## src/rtl/game_pkg.sv

```systemverilog
// game_pkg: shared types and constants for the reaction-game controller and its timebase
package game_pkg;
    typedef enum logic [2:0] {
        INIT    = 3'd0,
        WAIT    = 3'd1,
        GAME    = 3'd2,
        ON_TIME = 3'd3,
        LATE    = 3'd4,
        EARLY   = 3'd5
    } game_state_e;
    typedef enum logic [1:0] {R_IDLE, R_COUNT, R_DONE} rand_state_e;
    localparam logic [15:0] LFSR_TAPS = 16'hB400;
endpackage

```

## src/rtl/ms_prescaler.sv

```systemverilog
// ms_prescaler: counts 0..TICKS_PER_MS-1 while enabled and flags the wrap cycle
//  clk, rst_n : clock, async active-low reset
//  en         : advance the count
//  clr        : synchronous clear, wins over en
//  wrap       : high in the cycle whose edge wraps the count back to 0
module ms_prescaler #(
    parameter int TICKS_PER_MS = 100_000
) (
    input  logic clk,
    input  logic rst_n,
    input  logic en,
    input  logic clr,
    output logic wrap
);
    localparam int W = TICKS_PER_MS > 1 ? $clog2(TICKS_PER_MS) : 1;
    localparam logic [W-1:0] LAST = W'(TICKS_PER_MS - 1);
    logic [W-1:0] cnt_q, cnt_d;
    always_comb begin
        wrap  = en && !clr && cnt_q == LAST;
        cnt_d = clr ? '0 : !en ? cnt_q : wrap ? '0 : cnt_q + 1'b1;
    end
    always_ff @(posedge clk or negedge rst_n) begin
        if (!rst_n) cnt_q <= '0;
        else        cnt_q <= cnt_d;
    end
endmodule

```

## src/rtl/game_timebase.sv

```systemverilog
// game_timebase: elapsed-ms counter and LFSR-seeded random-delay timer for the reaction game
//  clk, rst_n        : clock, async active-low reset
//  ms_en, ms_rst     : run / clear the millisecond counter (clear wins)
//  rand_en, rand_rst : arm-run / abort the random delay (abort wins)
//  ms_passed         : saturating elapsed ms; ms_tick pulses with each increment
//  rand_tick         : one-cycle pulse in the cycle whose edge completes the delay
//  rand_busy         : delay in progress
module game_timebase
    import game_pkg::*;
#(
    parameter int          TICKS_PER_MS = 100_000,
    parameter int          MS_W         = 32,
    parameter int          RAND_MIN_MS  = 1000,
    parameter int          RAND_BITS    = 12,
    parameter logic [15:0] LFSR_SEED    = 16'hACE1
) (
    input  logic            clk,
    input  logic            rst_n,
    input  logic            ms_en,
    input  logic            ms_rst,
    input  logic            rand_en,
    input  logic            rand_rst,
    output logic [MS_W-1:0] ms_passed,
    output logic            ms_tick,
    output logic            rand_tick,
    output logic            rand_busy
);
    if (RAND_MIN_MS + 2**RAND_BITS - 1 >= 2**16 || TICKS_PER_MS < 1) begin : g_param_err
        $error("game_timebase: random target must fit 16 bits and TICKS_PER_MS >= 1");
    end
    logic            ms_wrap, ms_sat, ms_tick_q, ms_tick_d, r_wrap;
    logic [MS_W-1:0] ms_q, ms_d;
    logic [15:0]     lfsr_q, lfsr_d, target_q, target_d, rand_ms_q, rand_ms_d;
    rand_state_e     rstate_q, rstate_d;
    ms_prescaler #(.TICKS_PER_MS(TICKS_PER_MS)) u_ms_pre (
        .clk   (clk),
        .rst_n (rst_n),
        .en    (ms_en),
        .clr   (ms_rst),
        .wrap  (ms_wrap)
    );
    // Rand prescaler is held clear outside R_COUNT so every arm starts a full ms period.
    ms_prescaler #(.TICKS_PER_MS(TICKS_PER_MS)) u_rand_pre (
        .clk   (clk),
        .rst_n (rst_n),
        .en    (rstate_q == R_COUNT && rand_en),
        .clr   (rand_rst || rstate_q != R_COUNT),
        .wrap  (r_wrap)
    );
    always_comb begin
        ms_sat    = &ms_q;
        ms_tick_d = ms_wrap && !ms_sat;
        ms_d      = ms_rst ? '0 : ms_tick_d ? ms_q + 1'b1 : ms_q;
        // Galois step; a zero state would lock up, so it reloads the seed.
        lfsr_d    = lfsr_q == '0 ? LFSR_SEED : (lfsr_q >> 1) ^ (lfsr_q[0] ? LFSR_TAPS : 16'h0);
    end
    always_comb begin
        rstate_d  = rstate_q;
        target_d  = target_q;
        rand_ms_d = rand_ms_q;
        rand_tick = 1'b0;
        if (rand_rst) begin
            rstate_d  = R_IDLE;
            rand_ms_d = '0;
        end else begin
            case (rstate_q)
                R_IDLE: if (rand_en) begin
                    target_d  = 16'(RAND_MIN_MS) + 16'(lfsr_q[RAND_BITS-1:0]);
                    rand_ms_d = '0;
                    rstate_d  = R_COUNT;
                end
                R_COUNT: if (r_wrap) begin
                    rand_ms_d = rand_ms_q + 16'd1;
                    if (rand_ms_q + 16'd1 == target_q) begin
                        rand_tick = 1'b1;
                        rstate_d  = R_DONE;
                    end
                end
                default: ;
            endcase
        end
    end
    always_ff @(posedge clk or negedge rst_n) begin
        if (!rst_n) begin
            ms_q      <= '0;
            ms_tick_q <= 1'b0;
            lfsr_q    <= LFSR_SEED;
            target_q  <= '0;
            rand_ms_q <= '0;
            rstate_q  <= R_IDLE;
        end else begin
            ms_q      <= ms_d;
            ms_tick_q <= ms_tick_d;
            lfsr_q    <= lfsr_d;
            target_q  <= target_d;
            rand_ms_q <= rand_ms_d;
            rstate_q  <= rstate_d;
        end
    end
    assign ms_passed = ms_q;
    assign ms_tick   = ms_tick_q;
    assign rand_busy = rstate_q == R_COUNT;
endmodule

```

## config.mk

```make
export PLATFORM = sky130hd
export DESIGN_NAME = game_timebase
export DESIGN_NICKNAME = d
export VERILOG_FILES = /design/src/rtl/game_pkg.sv /design/src/rtl/ms_prescaler.sv /design/src/rtl/game_timebase.sv
export SDC_FILE = /design/constraint.sdc
export NUM_CORES = 1
export LEC_CHECK = 0
export CAP_MARGIN = 5
export CORE_MARGIN = 2
export CORE_UTILIZATION = 58
export DETAILED_ROUTE_END_ITERATION = 10
export DONT_BUFFER_PORTS = 1
export HOLD_SLACK_MARGIN = 0.12
export PLACE_DENSITY = 0.81
export REMOVE_ABC_BUFFERS = 1
export SETUP_SLACK_MARGIN = 0.5
export SLEW_MARGIN = 20
export SYNTH_ARGS = -nofsm -noshare
export SYNTH_HDL_FRONTEND = slang
export SYNTH_HIERARCHICAL = 1
export SYNTH_SLANG_ARGS = --single-unit
```

## constraint.sdc

```tcl
create_clock -name clk -period 3 [get_ports clk]
set_input_delay 0.6 -clock clk [delete_from_list [all_inputs] [get_ports clk]]
set_output_delay 0.6 -clock clk [all_outputs]
set_load 0.02 [all_outputs]
```

[Word level (Yosys, flattened, before mapping)]
Index checks and enable logic that the tools add are counted.
Cells by class
  add/subtract/negate cells: 5
  equal/unequal tests: 8
  muxes and demuxes: 23
  bitwise operators: 2
  reductions and logical operators: 20
Operators with widths (count)
  17-bit two-way mux: 6
  16-bit two-way mux: 5
  32-bit two-way mux: 2
  17-bit by 1-bit adder with 17-bit output (second input constant): 2
  17-bit == test (second input constant): 2
  32-bit by 1-bit adder with 32-bit output (second input constant): 1
  16-bit one-hot mux with 2 select lines: 1
  32-bit AND reduction: 1
  16-bit by 1-bit adder with 16-bit output (second input constant): 1
  16-bit == test: 1
  16-bit zero test: 1
  15-bit by 16-bit XOR with 16-bit output: 1
  10-bit by 12-bit adder with 13-bit output (first input constant): 1
  2-bit two-way mux: 4
  1-bit logical AND: 6
  3-bit by 2-bit inequality test with 1-bit output (second input constant): 2
  3-bit AND reduction: 2
  2-bit nonzero test: 3
  1-bit two-way mux: 4
  2-bit one-hot mux with 2 select lines: 1
  4-bit AND reduction: 1
  1-bit zero test: 3
  3-bit inequality test (second input constant): 1
  3-bit nonzero test: 1
  other kinds (5): 5
Storage, ports and cells
  register bits after elaboration: 117
  word-level logic and storage cells: 66

[Depth between registers and ports, before layout]
  word-level depth: 8
  gate-level depth with buffers: 12
  gate-level depth less buffers: 10

[Hierarchy]
Netlist, hierarchy kept.
Modules (own cells, without submodules)
  game_timebase: instances 1, cells an instance 465, area each 4272.8 µm²
  ms_prescaler: instances 2, cells an instance 113, area each 1063.5 µm²

[Worst setup path after synthesis]
Ideal clock, no wire load.
  path type: register -> output
  start point: register u_rand_pre.cnt_q[8]
  end point: output port rand_tick
  data arrival time: 2795 ps
  required time: 2400 ps
  path slack: -395 ps
  stages on the path, launching flop included: 11
  buffers on the path: 4
  cells stage by stage: dfrtp_1 > buf_6 > or4b_4 > nor4_4 > buf_6 > and2_1 > inv_1 > or2_2 > clkbuf_1 > clkbuf_1 > nor3_1
Between the ends
  longest elaborated chain between the ends: 5
RTL lines
  start: declaration: RTL line ms_prescaler.sv:17  | logic [W-1:0] cnt_q, cnt_d;
  start signal: assignment: RTL line ms_prescaler.sv:24  | else cnt_q <= cnt_d;
  17-bit == test: RTL line ms_prescaler.sv:19  | wrap = en && !clr && cnt_q == LAST;
  1-bit logical AND: RTL line ms_prescaler.sv:19
  net r_wrap: RTL line game_timebase.sv:31  | logic ms_wrap, ms_sat, ms_tick_q, ms_tick_d, r_wrap;
  1-bit two-way mux: RTL line game_timebase.sv:72  | R_COUNT: if (r_wrap) begin
  1-bit two-way mux: RTL line game_timebase.sv:66  | case (rstate_q)
  1-bit two-way mux: RTL line game_timebase.sv:62  | if (rand_rst) begin
  end: declaration: RTL line game_timebase.sv:25  | output logic rand_tick,
The timed path passes the listed nets, and every way through them passes these cells.

[Worst setup path after layout]
  start point: register rand_ms_q[10]
  end point: output port rand_tick
Between the ends
  longest elaborated chain between the ends: 6
RTL lines
  start: declaration: RTL line game_timebase.sv:33  | logic [15:0] lfsr_q, lfsr_d, target_q, target_d, rand_ms_q, rand_ms_d;
  start signal: assignment: RTL line game_timebase.sv:96  | rand_ms_q <= rand_ms_d;
  16-bit by 1-bit adder with 16-bit output: RTL line game_timebase.sv:74  | if (rand_ms_q + 16'd1 == target_q) begin
  16-bit == test: RTL line game_timebase.sv:74
  1-bit two-way mux: RTL line game_timebase.sv:74
  1-bit two-way mux: RTL line game_timebase.sv:72
  1-bit two-way mux: RTL line game_timebase.sv:66
  1-bit two-way mux: RTL line game_timebase.sv:62
Every way passes these cells.

==> results.cfg <==
[synth]
yosysUniqueCellTypes = 64
ys_seq_area_share_pct = 44.7
synth_area_leaders = dfrtp_1 (41%), nand2_1 (4.7%), xor2_1 (4.0%), o21ai_0 (3.9%), nor2_1 (3.5%)
synth.yosys.warnings = 6
yosysTopAreaCellShare_pct = 41.4
async_flop_share_pct = 100
synth-edff-count = 0
ys_seq_elements = 114
post-synth-top-count-cell = dfrtp_1
ys.flop_type = dfrtp_1
yosys-top-cells-count = dfrtp_1 (106), nand2_1 (80), nor2_1 (59)
synth_top_area_cell = dfrtp_1
syn_area_per_cell_um2 = 9.26
netlist_area_um2 = 6400
synth_cells = 691

[placement]
place.gp.congestion = 0.864
portBuffers = 0
placed_area_um2 = 6510
place_inst = 809
dp_hpwl_um = 9600

[clock_network]
tritoncts = built
h-tree-depth = 4
cts_buffer_depth = 2
cts_inserted_buffers = 17
clk_latency_ns = 0.53
path_clk_slew_ns = 0.06
root_buffer = clkbuf_8
clock-sinks = 114

[setup_path]
critPathKind = reg -> out
timing.rr.end = ms_passed[31]$_DFFE_PN0P_
cp-end-kind = output pin
reg2reg_depth = 9
regToRegSetupSlack_ns = -0.04
path_max_fanout = 7
required_ns = 2.40
r2r_start = u_ms_pre/cnt_q[8]$_DFFE_PN0P_
worstPathArrival_ns = 2.44
worst_setup_path_start_kind = register

[final_layout]
fillCellCount = 684
final_cells = 879
layout-drive-gt1-share_pct = 21.9
nets = 737
diodes = 0
syn2layout_area_growth_pct = 20.9
fin_area_um2 = 7730

[power]
power_density_nw_per_um2 = 511
irDropWorstVdd_uv = 517
leakage_nw = 3.23

[floorplan]
die_y_um = 109
fp.coreArea_um2 = 10800
io_pins = 41
die_area_um2 = 11900
row_count = 38
start_util_pct = 59.3
die_w_um = 109

[routing]
postRouteAntennaNets = 0
via_per_inst = 6.54
vias = 5747
drtIter0Drc = 627
first_pass_iters = 5
wl_um = 17300
route.detailed.drc = 0
wl_per_cell_um = 19.7

[timing]
setup_ws_ns = -0.0437
whs_ns = -0.234
relSlewSlack_pct = 34.1
slew_viol_final = 0
setup_viol = 3
max_freq_mhz = 329
fin_skew_ns = 0.00946
rsz0062_at_grt = yes
hold_viol = 114
tightest_slew_ns = 0.985
min_period_ns = 3.04
post-route-period-util_pct = 101

[job]
maxCapViolCount = 0

[grt]
gr-total-overflow = 0
grt_pass1_vias = 5432
grt_pass1_wl_um = 26200
antenna_found_initial = 0
grt_start_max_net_pins = 115
grt_usage_pct = 28.0

[run_status]
outcome = finished, violations left
violations = negative hold slack, negative setup slack

[hold_path]
hp-class = in -> async
-- cells by family (layout without fill, tap and decap cells) --
kind of cell	Yosys count	count (layout)	share of synthesized area (%)
xor gates and xnor gates	53	53	7.25
AOI/OAI and AO/OA	137	137	14.0
and+or+nand+nor	323	323	28.2
buffers and inverters	51	99	3.60
adders and majority gates	5	5	0.978
muxes	8	8	1.29
DFF	114	114	44.7
-- worst max path at each step --
stage | startpoint | depth (start not counted) | slack, ns | endpoint
final | rand_ms_q[10]$_DFFE_PN0P_ | 7 | -0.04 | rand_tick
after global routing | rand_ms_q[1]$_DFFE_PN0P_ | 8 | -0.13 | rand_tick
after CTS | rand_ms_q[0]$_DFFE_PN0P_ | 8 | -0.04 | rand_tick
after detailed placement | u_ms_pre/cnt_q[5]$_DFFE_PN0P_ | 9 | 0.10 | ms_passed[31]$_DFFE_PN0P_
after global placement | u_ms_pre/cnt_q[5]$_DFFE_PN0P_ | 9 | 0.18 | ms_passed[31]$_DFFE_PN0P_
after floorplan | u_rand_pre/cnt_q[8]$_DFFE_PN0P_ | 6 | -0.22 | rand_tick
-- placed cells by master, fill, tap and decap left out, types with 6 or more instances in the layout --
master,n
nand4_1,31
o31ai_1,12
nor4_4,6
buf_6,8
buf_4,42
mux2i_1,6
a211oi_1,11
a21o_1,10
dfrtp_2,9
nor4_1,16
xnor2_1,22
inv_1,12
nor2_1,57
dfrtp_1,97
a21oi_1,10
nand2b_1,18
nand2_1,78
nand3_1,20
nor4b_1,6
xor2_1,29
nor2b_1,7
or3_1,10
a22o_1,7
clkbuf_16,16
nand3_2,9
or4_1,7
nor3_1,8
o21ai_0,47
dfstp_2,8
-- layout make-up --
class	count	area (um2)	area share [%]
Clock buffer	23	447	5.77
Clock inverter	9	179	2.31
Inverter	14	55.1	0.712
Tap cell	140	175	2.26
Sequential cell	114	2870	37.2
Multi-Input combinational cell	526	3570	46.2
Timing Repair Buffer	53	435	5.63
-- registers in the layout (all words and copies together), names as in the netlist --
register	cells
lfsr_q	16
u_rand_pre/cnt_q	17
u_ms_pre/cnt_q	17
target_q	13
rstate_q	2
rand_ms_q	16
ms_tick	1
ms_passed	32
-- where the power goes --
| part | leakage [nW] | total [mW] | switching [mW] | internal [mW] |
|---|---|---|---|---|
| sequential | 1.50 | 1.61 | 0.0407 | 1.57 |
| clock | 0.296 | 2.16 | 0.709 | 1.45 |
| combinational | 1.44 | 0.175 | 0.102 | 0.0733 |
| total | 3.23 | 3.95 | 0.852 | 3.10 |
-- critical path: stages, from the launching register on --
cell and delay (ns):
dfrtp_1 0.47, nand3_1 0.26, or4_1 0.54, o2111a_1 0.16, and4_1 0.19, o21ai_2 0.09
nor3_2 0.06, buf_4 0.15
-- stage by stage --
stage                     utilization [%]  TNS (ns)  total power [mW]  setup WS [ns]
after global routing                 71.7    -0.318              4.07         -0.132
after detailed placement             60.3         0              1.79          0.105
after CTS                            69.5   -0.0428              3.96        -0.0428
after floorplan                         -    -0.726              1.74         -0.225
final                                71.7    -0.105              3.95        -0.0437
after global placement               60.3         0              1.77          0.183
-- what timing repair did --
action | CTS | global route
buffers inserted | 22 | 13
endpoints found under the hold margin | 138 | 116
hold buffers | 2 | 1
gates resized for setup | 44 | 36
setup endpoints to repair | 16 | 26
pin swaps | 20 | 13
-- routing by layer --
metal  global-route usage [%]  wire length, um  vias to the layer above
li1                         -                -                     2571
met1                     34.6             6820                     2829
met2                     45.9             8720                      286
met3                     7.83             1230                       61
met4                     12.1              555                        0
met5                     1.79                0                        -
Note: power is estimated with default switching activity, not from simulation.
==> RTL change 1: new RTL, same flow settings <==
One comparison of `cnt_q` changes from == to >=.
--- a/src/rtl/ms_prescaler.sv
+++ b/src/rtl/ms_prescaler.sv
@@ -16,7 +16,7 @@
     localparam logic [W-1:0] LAST = W'(TICKS_PER_MS - 1);
     logic [W-1:0] cnt_q, cnt_d;
     always_comb begin
-        wrap  = en && !clr && cnt_q == LAST;
+        wrap  = en && !clr && cnt_q >= LAST;
         cnt_d = clr ? '0 : !en ? cnt_q : wrap ? '0 : cnt_q + 1'b1;
     end
     always_ff @(posedge clk or negedge rst_n) begin
Function: no difference found for any inputs over 10 cycles, from zero or initial values and one cycle with rst_n low; that may be too few to reach the edited logic, so the function may still have changed.
==> RTL change 1 against the unedited design <==
  * Non-clock buffer count up 12
  * Power down 3.8%
  * Synthesized area up 1.8%
  * Highest routed layer unchanged
  * Combinational power up 3%
  * Routed wire length down 0.51%
  * Count of clock-buffer cells in the layout down 2
  * Sequential cell count unchanged
  * Critical endpoint unchanged
  * Core utilization up 0.66 points
  * Worst setup slack worse by 68 ps
  * The flow still finishes with violations (negative hold slack, negative setup slack)
  * Critical path type unchanged
  * Design area up 1.8%
==> RTL change 1: results (changes against the unedited design) <==
wl_met3_mm: 1.225  # about the same
wl_met1_mm: 6.899  # +1.2%
dr_wl_met2_mm: 8.777  # +0.71%
met2_usage: 0.4890  # +0.02986
drt_iter0_drc: 667  # +6.4%
clockRootBuffer: "clkbuf_8"
synth_flop_cell: "dfrtp_1"
critPathSlowestCell: "or4_1"
status: "finished, violations left"
fin_ws_ps: -112.1  # -68.35 ps
use_met3: 0.07055  # -0.007756
rrSetupSlack_ps: 240  # +280 ps
hold_class: "in -> async"
synth_area_leaders: "dfrtp_1 (41%), nand2_1 (5.2%), nand3_1 (4.4%)"
cts_max_path_buffers: 2  # unchanged
grt_pass1_wl_mm: 27.44  # +4.9%
total_power_mw: 3.804  # -3.8%
synthTopCellsByCount: "dfrtp_1 (106), nand2_1 (90), nor2_1 (61)"
violations: "negative hold slack, negative setup slack"
clock-skew-final_ps: 9.251  # -0.2097 ps
placed_cells: 840  # +3.8%
worstMarginPinSlew_ps: 735.4  # -250.0 ps
crit_fanout: 6  # -1
fin_nets: 769  # +4.3%
final_cells: 909  # +3.4%
dp_slack_ps: 52.95  # -51.66 ps
globalplace.congestion: 0.8774  # +1.5%
cp_top_family: "simple AND/OR/NAND/NOR gates"
track_usage: 0.2889  # +0.008448
final_area_um2: 7875  # +1.8%
slowest_delay_ps: 560  # +20 ps
dp_hpwl_mm: 9.774  # +1.9%
setup_violations: 1  # -2
ir_drop_mv: 0.3081  # -40%
hold_viol: 111  # -2.6%
dpl_cell_area_um2: 6695  # +2.8%
p_clk_mw: 2.01  # -7%
power_switching_mw: 0.8576  # +0.67%
top_layer: "met4"
vias_per_cell: 6.488  # -0.76%
drt_pass1_iterations: 8  # +3
reg2reg_from: "u_ms_pre/cnt_q[1]"
fillers: 719  # +5.1%
power_frac_seq: 0.424  # +0.016
cp_data_arrival_time_ps: 2510  # +70 ps
synth.avg_cell_area_um2: 9.115  # -1.6%
fin_hold_ws_ps: -222.9  # +10.96 ps
seq_area_frac_synth: 0.4392  # -0.008072
r2r_cells: 11  # +2
grt.met1_usage: 0.3595  # +0.01355
route.final.wire_length_mm: 17.23  # -0.51%
endpoint: "rand_tick"
synthArstFlopShare: 1.000  # unchanged
antenna_found_initial: 0  # unchanged
grt_pass1_vias: 5708  # +5.1%
p_leak_nw: 3.323  # +2.8%
tns_ps: -112.1  # -6.935 ps
layout-drive-gt1-share: 0.2302  # +0.01095
synth.distinct_cells: 67  # +4.7%
crit_start: "rand_ms_q[5]"
-- RTL change 1: cell count changes after synthesis, sizes merged, moves of 10 or more --
cell | before | now
nand2 | 80 | 90
nand3 | 30 | 58
a21o | 10 | 0
o21ai | 53 | 39
and4 | 3 | 13
-- RTL change 1: what timing repair did --
action / in CTS / in global routing
hold buffers: 1 / 1
pin swaps: 25 / 15
endpoints found under the setup margin: 20 / 21
endpoints found under the hold margin: 115 / 115
setup buffers: 29 / 8
gates resized for setup: 44 / 31
-- RTL change 1: cells by family after synthesis --
group / count (synthesis) / share of synthesized area
buf+inv: 55 / 0.03762
compound gates: 123 / 0.1369
flops: 114 / 0.4392
mux: 8 / 0.01267
simple gates: 359 / 0.2955
xor+xnor: 51 / 0.06854
fa+ha+maj: 5 / 0.009599
-- RTL change 1: cell type report --
class	instances	share of cell area
multi-input combinational	546	0.4670
sequential	114	0.3650
timing repair buffer	65	0.06498
clock buffer	21	0.05704
tap	140	0.02224
clock inverter	9	0.01684
inverter	14	0.006991
==> RTL change 2: new RTL, same settings <==
Made on the original files. The parameter `RAND_MIN_MS` goes from 1000 to 500.
--- a/src/rtl/game_timebase.sv
+++ b/src/rtl/game_timebase.sv
@@ -10,7 +10,7 @@
 #(
     parameter int          TICKS_PER_MS = 100_000,
     parameter int          MS_W         = 32,
-    parameter int          RAND_MIN_MS  = 1000,
+    parameter int          RAND_MIN_MS  = 500,
     parameter int          RAND_BITS    = 12,
     parameter logic [15:0] LFSR_SEED    = 16'hACE1
 ) (
Behaviour: same outputs for any inputs over 10 cycles, from zero or initial values and one cycle with rst_n low; that may be too few to reach the edited logic, so the function may still have changed.
==> RTL change 2 against the unedited design <==
  * The flow finishes with violations (design-rule violations, negative hold slack, negative setup slack)
  * Power shrank 8.4%
  * Global-route usage rose by 0.29 points
  * Largest cell class unchanged
  * Fmax shrank 6.6%
  * Routed wire length down 3.6%
  * Synthesized area is essentially flat
  * Design area decreased by 0.39%
  * Worst setup slack got worse by 220 ps
  * Sequential cell count unchanged
==> RTL change 2: results (changes against the unedited design) <==
status: "finished, violations left"
violations: "design-rule violations, negative hold slack, negative setup slack"
grt_pass1_wl_mm: 26.25  # +0.39%
use_met3: 0.08906  # +0.01076
largest_reg_flops: 32  # unchanged
dpl_cell_area_um2: 6526  # +0.25%
cts_made_buffers: 17  # unchanged
netlist_area_um2: 6404  # about the same
h-tree-depth: 4  # unchanged
hold_viol: 114  # unchanged
met2_usage: 0.4667  # +0.007542
fin_ws_ps: -258.9  # -215.2 ps
globalplace.congestion: 0.9472  # +9.6%
clock_latency_ps: 530  # about the same
seq_area_frac_synth: 0.4470  # about the same
fillers: 721  # +5.4%
power_switching_mw: 0.8397  # -1.4%
synth.distinct_cells: 62  # -3.1%
cts_max_path_buffers: 2  # unchanged
synth_flop_cell: "dfrtp_1"
dp_hpwl_mm: 9.492  # -1.1%
placed_cells: 812  # +0.37%
crit_fanout: 4  # -3
drt_pass1_iterations: 8  # +3
vias_per_cell: 6.507  # -0.48%
synth_area_leaders: "dfrtp_1 (41%), o21ai_0 (4.7%), nand2_1 (4.0%)"
grt_max_degree: 115  # unchanged
clockRootBuffer: "clkbuf_8"
tns_ps: -470.4  # -365.2 ps
layout-drive-gt1-share: 0.2281  # +0.008902
antenna_found_initial: 0  # unchanged
path_clk_slew_ps: 50
synth_edf_count: 0  # unchanged
antenna_cells: 0  # unchanged
yosysWarnings: 6  # unchanged
hold_class: "in -> async"
final_common_cell: "dfrtp_1"
synthArstFlopShare: 1.000  # unchanged
grt.busiest_layer: "met2"
final_area_um2: 7705  # -0.39%
wl_per_cell_um: 18.67  # -5.2%
grt_pass1_vias: 5475  # +0.79%
drt_iter0_drc: 723  # +15%
drv_cap: 0  # unchanged
track_usage: 0.2833  # +0.002871
post-route-drc-count: 1  # +1
p_leak_nw: 3.214  # -0.60%
dp_slack_ps: 182.1  # +77.52 ps
cp_data_arrival_time_ps: 2660  # +220 ps
setup_violations: 2  # -1
synthTopCellsByCount: "dfrtp_1 (106), nand2_1 (69), nor2_1 (62)"
synth.avg_cell_area_um2: 9.294  # +0.35%
ir_drop_mv: 0.4177  # -19%
worstMarginPinSlew_ps: 866.6  # -118.8 ps
fin_hold_ws_ps: -235.0  # -1.153 ps
grt.met1_usage: 0.3464  # +0.0005086
portBuffers: 0  # unchanged
clock-skew-final_ps: 6.122  # -3.339 ps
fin_nets: 753  # +2.2%
route.final.wire_length_mm: 16.69  # -3.6%
RTL change 2: changes by cell type in the layout (fill, tap and decap cells not counted), moves of 5 or more:
cell and delta:
buf_6 -7, buf_4 +17, nand2_1 -11, xor2_1 -6, or3_4 +5, a21oi_1 +11
nand3_2 -7, o21ai_0 +9, nor3_1 +6
RTL change 2: layout make-up:
cell class / count / area share
flip-flops and latches: 114 / 0.3730
well taps: 140 / 0.02273
multi-input cells: 533 / 0.4646
clock buffers: 23 / 0.05927
repair buffers: 63 / 0.06285
clock inverters: 9 / 0.01088
inverters: 12 / 0.006658
RTL change 2: worst max-delay path, stage by stage, from the launching register on:
cell	delay (ps)
dfrtp_2	400
ha_4	150
nand4_1	190
nor3_2	280
a211oi_2	120
nor4_2	290
buf_4	170
nand3_2	80
nor4_2	270
buf_4	180
RTL change 2: logic make-up (layout without fill, tap and decap cells):
kind of cell,count (synthesis),count (layout),synth area share
AO/OA/AOI/OAI,163,163,0.1630
multiplexers,5,5,0.008401
buffers and inverters,42,107,0.03048
AND/OR/NAND/NOR,314,314,0.2778
XOR/XNOR,45,45,0.06155
adder cells (fa/ha/maj),6,6,0.01172
flip-flops,114,114,0.4470
RTL change 2: layer usage:
metal	vias to the layer above	part of all wire
met5	-	0
met4	0	0.028
met3	62	0.069
met2	277	0.50
met1	2840	0.40
li1	2638	-
RTL change 2: repair_timing:
item	CTS	global route
endpoints found under the hold margin	134	121
resized for setup	36	29
setup endpoints to repair	11	19
hold buffers	2	1
setup buffers	30	17
pin swaps	12	20
RTL change 2: power by group through the flow:
stage | clock [mW] | combinational, mW | sequential [mW]
global placement | 0 | 0.124 | 1.62
detailed placement | 0 | 0.129 | 1.63
global route | 1.94 | 0.196 | 1.60
CTS | 1.85 | 0.156 | 1.60
finish | 1.84 | 0.180 | 1.60
floorplan | 0 | 0.101 | 1.61
RTL change 2: final timing paths:
kind / start / end / slack, ps / cells past startpoint
min in group clk: ms_en / u_ms_pre/cnt_q[9] / 230 / 1
max in group asynchronous: rst_n / lfsr_q[15] / 3000 / 0
max reg2reg: rand_ms_q[0] / rstate_q[1] / -210 / 18
max: rand_ms_q[0] / rand_tick / -260 / 9
min reg2reg: lfsr_q[15] / lfsr_q[14] / 400 / 0
min: rst_n / u_rand_pre/cnt_q[12] / -240 / 0
